===== config.mk =====
export PLATFORM = sky130hd
export DESIGN_NAME = multicycle_controller
export DESIGN_NICKNAME = d
export VERILOG_FILES = /design/src/rtl/multicycle_controller.sv
export SDC_FILE = /design/constraint.sdc
export NUM_CORES = 1
export LEC_CHECK = 0
export CORE_MARGIN = 10
export CORE_UTILIZATION = 40
export CTS_CLUSTER_SIZE = 28
export DETAILED_ROUTE_END_ITERATION = 10
export PLACE_DENSITY_LB_ADDON = 0.3
export SLEW_MARGIN = 20
export SYNTH_ARGS = -nofsm -noshare
export SYNTH_HDL_FRONTEND = slang
export SYNTH_SLANG_ARGS = --single-unit

===== constraint.sdc =====
create_clock -name clk -period 5.5 [get_ports clk]
set_clock_uncertainty 0.15 [all_clocks]
set_input_delay 1.1 -clock clk [delete_from_list [all_inputs] [get_ports clk]]
set_output_delay 1.1 -clock clk [all_outputs]
set_load 0.005 [all_outputs]

===== src/rtl/multicycle_controller.sv =====
// Multicycle ARM-subset controller: Moore FSM driving the shared memory/ALU
// datapath, with memory-ready handshake, NZCV flag register and
// condition-code evaluation.
module multicycle_controller #(
    parameter int ALU_CTRL_W = 3
) (
    input  logic                  clk,
    input  logic                  reset,
    input  logic [19:0]           Instr,
    input  logic [3:0]            ALUFlags,
    input  logic                  mem_ready,
    output logic                  PCWrite,
    output logic                  AdrSrc,
    output logic                  MemWrite,
    output logic                  IRWrite,
    output logic [1:0]            ResultSrc,
    output logic                  ALUSrcA,
    output logic [1:0]            ALUSrcB,
    output logic [1:0]            ImmSrc,
    output logic [1:0]            RegSrc,
    output logic                  RegWrite,
    output logic [ALU_CTRL_W-1:0] ALUControl,
    output logic [3:0]            Flags,
    output logic                  illegal,
    output logic [3:0]            state
);

    typedef enum logic [3:0] {
        S_FETCH  = 4'd0,
        S_DECODE = 4'd1,
        S_MEMADR = 4'd2,
        S_MEMRD  = 4'd3,
        S_MEMWB  = 4'd4,
        S_MEMWR  = 4'd5,
        S_EXECR  = 4'd6,
        S_EXECI  = 4'd7,
        S_ALUWB  = 4'd8,
        S_BRANCH = 4'd9
    } state_t;

    state_t      r_state, w_next;
    logic [3:0]  r_flags;

    // Instruction fields (Instr holds IR[31:12])
    logic [3:0]  w_cond;
    logic [1:0]  w_op;
    logic [5:0]  w_funct;
    logic [3:0]  w_rd;
    logic        w_unused;

    assign w_cond   = Instr[19:16];
    assign w_op     = Instr[15:14];
    assign w_funct  = Instr[13:8];
    assign w_rd     = Instr[3:0];
    assign w_unused = ^Instr[7:4];

    logic        w_condex;
    logic        w_alu_legal, w_alu_nowrite, w_alu_cv;
    logic [2:0]  w_alu_op;
    logic        w_pcwrite, w_irwrite, w_regwrite, w_memwrite, w_illegal;
    logic [2:0]  w_alucontrol;

    // Condition evaluation against the registered flags; 1111 is never-execute
    always_comb begin
        w_condex = 1'b0;
        case (w_cond)
            4'b0000: w_condex = r_flags[2];
            4'b0001: w_condex = ~r_flags[2];
            4'b0010: w_condex = r_flags[1];
            4'b0011: w_condex = ~r_flags[1];
            4'b0100: w_condex = r_flags[3];
            4'b0101: w_condex = ~r_flags[3];
            4'b0110: w_condex = r_flags[0];
            4'b0111: w_condex = ~r_flags[0];
            4'b1000: w_condex = r_flags[1] & ~r_flags[2];
            4'b1001: w_condex = ~r_flags[1] | r_flags[2];
            4'b1010: w_condex = (r_flags[3] == r_flags[0]);
            4'b1011: w_condex = (r_flags[3] != r_flags[0]);
            4'b1100: w_condex = ~r_flags[2] & (r_flags[3] == r_flags[0]);
            4'b1101: w_condex = r_flags[2] | (r_flags[3] != r_flags[0]);
            4'b1110: w_condex = 1'b1;
            default: w_condex = 1'b0;
        endcase
    end

    // Data-processing opcode decode: ALU op, legality, no-writeback and C/V update
    always_comb begin
        w_alu_legal   = 1'b1;
        w_alu_nowrite = 1'b0;
        w_alu_cv      = 1'b0;
        w_alu_op      = 3'b000;
        case (w_funct[4:1])
            4'b0100: begin w_alu_op = 3'b000; w_alu_cv = 1'b1; end
            4'b0010: begin w_alu_op = 3'b001; w_alu_cv = 1'b1; end
            4'b0000: w_alu_op = 3'b010;
            4'b1100: w_alu_op = 3'b011;
            4'b0001: begin
                if (ALU_CTRL_W == 3) w_alu_op = 3'b100;
                else                 w_alu_legal = 1'b0;
            end
            4'b1010: begin w_alu_op = 3'b001; w_alu_nowrite = 1'b1; w_alu_cv = 1'b1; end
            4'b1000: begin w_alu_op = 3'b010; w_alu_nowrite = 1'b1; end
            default: w_alu_legal = 1'b0;
        endcase
    end

    // State register
    always_ff @(posedge clk or posedge reset) begin
        if (reset) r_state <= S_FETCH;
        else       r_state <= w_next;
    end

    // NZCV capture on the edge leaving EXEC for flag-setting legal ops
    always_ff @(posedge clk or posedge reset) begin
        if (reset) begin
            r_flags <= 4'b0000;
        end else if ((r_state == S_EXECR || r_state == S_EXECI) &&
                     w_funct[0] && w_alu_legal) begin
            r_flags[3:2] <= ALUFlags[3:2];
            if (w_alu_cv) r_flags[1:0] <= ALUFlags[1:0];
        end
    end

    // Next state and per-state datapath controls
    always_comb begin
        w_next       = r_state;
        w_pcwrite    = 1'b0;
        w_irwrite    = 1'b0;
        w_regwrite   = 1'b0;
        w_memwrite   = 1'b0;
        w_illegal    = 1'b0;
        AdrSrc       = 1'b0;
        ResultSrc    = 2'b00;
        ALUSrcA      = 1'b0;
        ALUSrcB      = 2'b00;
        w_alucontrol = 3'b000;
        RegSrc       = {(w_op == 2'b01) && !w_funct[0], 1'b0};
        case (w_op)
            2'b00:   ImmSrc = 2'b00;
            2'b01:   ImmSrc = 2'b01;
            2'b10:   ImmSrc = 2'b10;
            default: ImmSrc = 2'b00;
        endcase
        case (r_state)
            S_FETCH: begin
                ALUSrcA   = 1'b1;
                ALUSrcB   = 2'b10;
                ResultSrc = 2'b10;
                w_irwrite = mem_ready;
                w_pcwrite = mem_ready;
                if (mem_ready) w_next = S_DECODE;
            end
            S_DECODE: begin
                ALUSrcA   = 1'b1;
                ALUSrcB   = 2'b10;
                ResultSrc = 2'b10;
                if (!w_condex) w_next = S_FETCH;
                else begin
                    case (w_op)
                        2'b01:   w_next = S_MEMADR;
                        2'b00:   w_next = w_funct[5] ? S_EXECI : S_EXECR;
                        2'b10:   w_next = S_BRANCH;
                        default: begin w_next = S_FETCH; w_illegal = 1'b1; end
                    endcase
                end
            end
            S_MEMADR: begin
                ALUSrcB      = 2'b01;
                w_alucontrol = w_funct[3] ? 3'b000 : 3'b001;
                w_next       = w_funct[0] ? S_MEMRD : S_MEMWR;
            end
            S_MEMRD: begin
                AdrSrc = 1'b1;
                if (mem_ready) w_next = S_MEMWB;
            end
            S_MEMWB: begin
                ResultSrc  = 2'b01;
                w_regwrite = 1'b1;
                w_pcwrite  = (w_rd == 4'hF);
                w_next     = S_FETCH;
            end
            S_MEMWR: begin
                AdrSrc     = 1'b1;
                w_memwrite = 1'b1;
                if (mem_ready) w_next = S_FETCH;
            end
            S_EXECR: begin
                w_alucontrol = w_alu_legal ? w_alu_op : 3'b000;
                w_next       = S_ALUWB;
            end
            S_EXECI: begin
                ALUSrcB      = 2'b01;
                w_alucontrol = w_alu_legal ? w_alu_op : 3'b000;
                w_next       = S_ALUWB;
            end
            S_ALUWB: begin
                w_regwrite = w_alu_legal && !w_alu_nowrite;
                w_pcwrite  = w_regwrite && (w_rd == 4'hF);
                w_illegal  = !w_alu_legal;
                w_next     = S_FETCH;
            end
            S_BRANCH: begin
                ALUSrcB   = 2'b01;
                ResultSrc = 2'b10;
                RegSrc[0] = 1'b1;
                w_pcwrite = 1'b1;
                w_next    = S_FETCH;
            end
            default: w_next = S_FETCH;
        endcase
    end

    // Write enables are gated by reset so nothing fires while it is held
    assign PCWrite    = w_pcwrite  & ~reset;
    assign IRWrite    = w_irwrite  & ~reset;
    assign RegWrite   = w_regwrite & ~reset;
    assign MemWrite   = w_memwrite & ~reset;
    assign illegal    = w_illegal  & ~reset & ~(w_unused & 1'b0);
    assign ALUControl = w_alucontrol[ALU_CTRL_W-1:0];
    assign Flags      = r_flags;
    assign state      = r_state;

endmodule


==> impl.org, run 1 <==
** Status
- The flow ran to the end, and the final reports show no timing, DRC or antenna violations.

** Pwr
- Seq pwr share :: 0.256
- Dividing total power by cell area gives a power density of between 300 and 400 nW/um^2.
- Total net switching power :: 0.223 mW
- In this run the static leakage power is 0.543 nW.
- Part of the power in the clock network :: 0.089
- Cell internal power was estimated by the tool at 0.294 mW.
- Highest ir drop seen on vdd :: ~0.28 mV
- Net switching share of the total power :: 0.431
- Gate power share :: 0.655

** Synth
- Yosys cell types :: 44
- Avg Synthesized Cell Area :: between 7 and 8 sq um
- After synthesis, the largest family of logic cells by area is simple AND/OR/NAND/NOR gates.
- Post-synthesis xor/xnor area fraction :: 0.0197
- Post-synthesis sequential area ratio :: 0.225
- Mapped Cells :: roughly 120
- Number of flops mapped to enable cells by yosys :: 0
- Of the total synthesized cell area, the portion taken by full adders, half adders and majority gates is 0.
- The largest total area in the synthesized netlist belongs to sky130_fd_sc_hd__dfrtp_1.
- Top-area cell type share of the netlist area :: 0.225
- Of the total synthesized cell area, the portion taken by AND, OR, NAND and NOR gates is 0.367.
- Of the post-synthesis cell area, the part taken by muxes is 0.0745.
- After synthesis, the share of flip-flops with an asynchronous set or reset is 1.00.
- For this run, the number of Yosys warnings is 0.
- Main flop type after synthesis :: sky130_fd_sc_hd__dfrtp_1
- The mapped netlist covers 890 sq um.
- By area the synthesized netlist is led by sky130_fd_sc_hd__dfrtp_1 23%, sky130_fd_sc_hd__mux2_1 6.3%, sky130_fd_sc_hd__nor2_1 5.9%.
- Synthesized flop and latch total :: 8
- Synthesized-area fraction occupied by ao, oa, aoi and oai cells :: 0.243
- Post-Syn Nets :: 149

** Placement
- Placer Congestion :: ~0.88
- Total half-perimeter wirelength after legalization and detailed placement :: around 2400 um
- Port-buffer cells :: between 40 and 50

** Timing
- Dividing the final minimum period by the clock period gives 0.858.
- The routed design could run at a clock period as short as around 4700 ps.
- Final setup TNS :: 0 ps
- Derived from the worst setup path, the maximum achievable clock frequency is 212 MHz.
- Number of max-slew violations in the final report :: 0
- Setup repair after global routing missed its margin :: no
- Setup violations remaining at the end of the flow were counted as 0.
- Worst max-slew margin expressed relative to the limit :: 0.697
- Final hold violation count :: 0
- Transition time at the pin with the least slew margin :: between 400 and 500 ps
- Final hold analysis gives a worst-case slack of 419 ps.

** Route
- Detailed routing inserted a total of 1070 vias.
- After detailed routing, the average wire length per cell comes to between 15 and 20 um.
- # DRC :: 0
- The detail route stage leaves a number of antenna-violating nets equal to 0.
- The first detailed-routing pass ran for 5 iterations.
- The final layout contains routed wiring with a total length of ~3000 um.
- The detailed router finished its first iteration with between 100 and 150 violations.
- Dividing the detail-routed via count by the number of cells gives about 5.5.

** Die
- Full die area :: roughly 4500 sq um
- During I/O placement, the number of pins put on the boundary was 53.
- After floorplanning, the core was divided into 17 placement rows.
- Vertical die dimension :: between 60 and 70 um
- Die Wd :: 67.2 um
- The floorplan step defined a core boundary enclosing ~2200 sq um.
- The initial utilization of the core area, before any placement, comes to 0.410.

** CTS
- Clock tree synthesis inserted a total of 3 buffers.
- Clock sink total :: 8
- At the later pin of the worst-skew pair, clock insertion delay measures between 200 and 300 ps.
- CTS built an H-tree with a depth of 1.
- Root cell of the clock tree :: sky130_fd_sc_hd__clkbuf_4
- Hold_buf cts :: 0
- Cts repair resizes :: 0
- Clock slew seen by the registers of the worst setup and hold paths :: 60 ps
- The clock passes through at most 2 buffers.
- In this run the post-CTS setup repair buffer count came out at 0.
- TritonCTS built the clock tree.

** Cells and area
- Registers take 200 sq um.
- Fillers :: slightly below 200
- The number of antenna diodes in the final layout is 0.
- In the final layout, the share of cells above drive strength 1 is 0.0663.
- Fin util :: 0.640
- In the final design database the tool counted 195 nets.
- In the final layout, the multi-input gates occupy 627 sq um.
- Compared with the post-synthesis result, the final layout area differs by 56.0%.

** Setup path
- STA classifies the critical path startpoint as an input pin.
- Counting stages on the worst path, the most repeated cell is sky130_fd_sc_hd__clkdlybuf4s50_1.
- Stage delay of the slowest cell on the critical path :: between 600 and 700 ps
- Largest fanout on the critical path :: 9
- The setup path with the least slack is of type input pin to primary output.
- For the worst setup path, the data arrival time is around 3500 ps.
- The largest individual stage delay along the critical path comes from the cell sky130_fd_sc_hd__clkdlybuf4s50_1.
- Element type at the critical path end :: primary output
- Crit path cell chain :: clkdlybuf4s50_1 -> or3b_1 -> a21oi_1 -> a311oi_1 -> o31ai_2 -> nand2_2 -> o22ai_1 -> clkdlybuf4s50_1
- STA puts the critical path data required time at roughly 4300 ps.

** Global routing
- Largest net degree at the start of global routing :: 17
- The number of global-route vias before repair is roughly 1100.
- Initial antenna violation count :: 0
- The first global-routing pass estimated around 5000 um of wire.
- Global route overflow :: 0
- Across every metal layer, demand over resource in global routing totals 0.134.

** Flow run
- The tool flagged a number of max-cap violations equal to 0.

** Min path
- Path type of the worst min-delay path :: flip-flop to flip-flop
per-layer routing:
| metal | up-vias | global-route usage | part of all wire |
|---|---|---|---|
| met1 | 472 | 0.146 | 0.39 |
| met3 | 0 | 0.0793 | 0.14 |
| li1 | 538 | - | - |
| met4 | 0 | 0.0205 | 0 |
| met5 | - | 0 | 0 |
| met2 | 60 | 0.225 | 0.47 |
through the flow:
stage	setup WS, ps	total power [mW]	instance area [sq um]	std cells
2_1_floorplan	1900	0.287	890	122
3_3_place_gp	786	0.466	1370	191
3_5_place_dp	778	0.472	1370	191
4_1_cts	774	0.522	1390	194
5_1_grt	624	0.561	1390	194
6_report	783	0.517	1390	194
synthesized netlist by cell type (2+ instances only):
cell                        n
sky130_fd_sc_hd__nor2_1    14
sky130_fd_sc_hd__nand2_1   13
sky130_fd_sc_hd__a21oi_1    8
sky130_fd_sc_hd__dfrtp_1    8
sky130_fd_sc_hd__mux2_1     5
sky130_fd_sc_hd__nor3_1     5
sky130_fd_sc_hd__inv_1      4
sky130_fd_sc_hd__nand2b_1   4
sky130_fd_sc_hd__nand3_1    4
sky130_fd_sc_hd__nor2b_1    4
sky130_fd_sc_hd__o21ai_0    4
sky130_fd_sc_hd__o22ai_1    4
sky130_fd_sc_hd__a31oi_1    3
sky130_fd_sc_hd__clkbuf_1   3
sky130_fd_sc_hd__o21ai_1    3
sky130_fd_sc_hd__and3_1     2
sky130_fd_sc_hd__buf_2      2
sky130_fd_sc_hd__inv_2      2
sky130_fd_sc_hd__nand4b_1   2
sky130_fd_sc_hd__nor4_1     2
sky130_fd_sc_hd__or3_1      2
sky130_fd_sc_hd__xnor2_1    2
power groups by stage:
stage          registers [mW]  clock network [mW]  logic (mW)
3_5_place_dp            0.132                   0       0.340
2_1_floorplan           0.111                   0       0.176
6_report                0.132              0.0460       0.338
3_3_place_gp            0.132                   0       0.335
4_1_cts                 0.131              0.0475       0.343
5_1_grt                 0.138              0.0518       0.371
cell usage in the layout, fill, tap and decap left out, drive strengths merged, types with 2 or more instances in the layout:
cell           count
clkbuf             3
nand2b             4
mux2               5
nor3               5
and3               2
nor3b              2
nand2             14
xnor2              2
nor2b              4
o21ai              7
nor2              14
nand3              4
clkdlybuf4s50     48
nor4               2
o22ai              5
a31oi              3
nand4b             2
or3                2
inv                6
dfrtp              8
a21oi              8
final timing paths:
path                           start       end  slack, ps  cells past startpoint
max                        Instr[18]   illegal        780                      8
min                         Flags[1]  Flags[1]        420                      1
max reg2reg                 Flags[0]  state[2]       3510                      6
min reg2reg                 Flags[1]  Flags[1]        420                      1
max in group asynchronous      reset  Flags[2]       3820                      2
min in group asynchronous      reset  state[1]       1130                      2
flip-flops by register name, indices dropped and copies added (netlist names):
name and flops:
Flags 4, state 4
cells by family after synthesis:
logic type             count (synthesis)
buffers and inverters                 13
AND/OR/NAND/NOR                       61
flip-flops                             8
multiplexers                           6
AO/OA/AOI/OAI                         32
XOR/XNOR                               2
final cells by class:
class	instances	area share
Tap cell	28	0.0252
Sequential cell	8	0.144
Inverter	6	0.0162
Clock buffer	3	0.0162
Timing Repair Buffer	48	0.346
Multi-Input combinational cell	101	0.452
worst max-delay path, delay by kind of cell:
family,cells,cell delay (ps)
compound gates,4,690
simple gates,2,500
buf+inv,2,1180
Note: power is estimated with default switching activity, not from simulation.
==> run 2: changes to the inputs <==
--- a/config.mk
+++ b/config.mk
@@ -10,7 +10,6 @@
 export CTS_CLUSTER_SIZE = 28
 export DETAILED_ROUTE_END_ITERATION = 10
 export PLACE_DENSITY_LB_ADDON = 0.3
-export SLEW_MARGIN = 20
 export SYNTH_ARGS = -nofsm -noshare
 export SYNTH_HDL_FRONTEND = slang
 export SYNTH_SLANG_ARGS = --single-unit
==> results of run 2 <==
The final DEF is identical to that of run 1; final timing and power are the same.
==> run 3: changes to the inputs <==
--- a/config.mk
+++ b/config.mk
@@ -5,11 +5,13 @@
 export SDC_FILE = /design/constraint.sdc
 export NUM_CORES = 1
 export LEC_CHECK = 0
+export ABC_AREA = 0
 export CORE_MARGIN = 10
 export CORE_UTILIZATION = 40
 export CTS_CLUSTER_SIZE = 28
 export DETAILED_ROUTE_END_ITERATION = 10
 export PLACE_DENSITY_LB_ADDON = 0.3
+export SKIP_CTS_REPAIR_TIMING = 1
 export SYNTH_ARGS = -nofsm -noshare
 export SYNTH_HDL_FRONTEND = slang
 export SYNTH_SLANG_ARGS = --single-unit
==> results of run 3 <==
The final DEF is identical to that of run 1; final timing and power are the same.
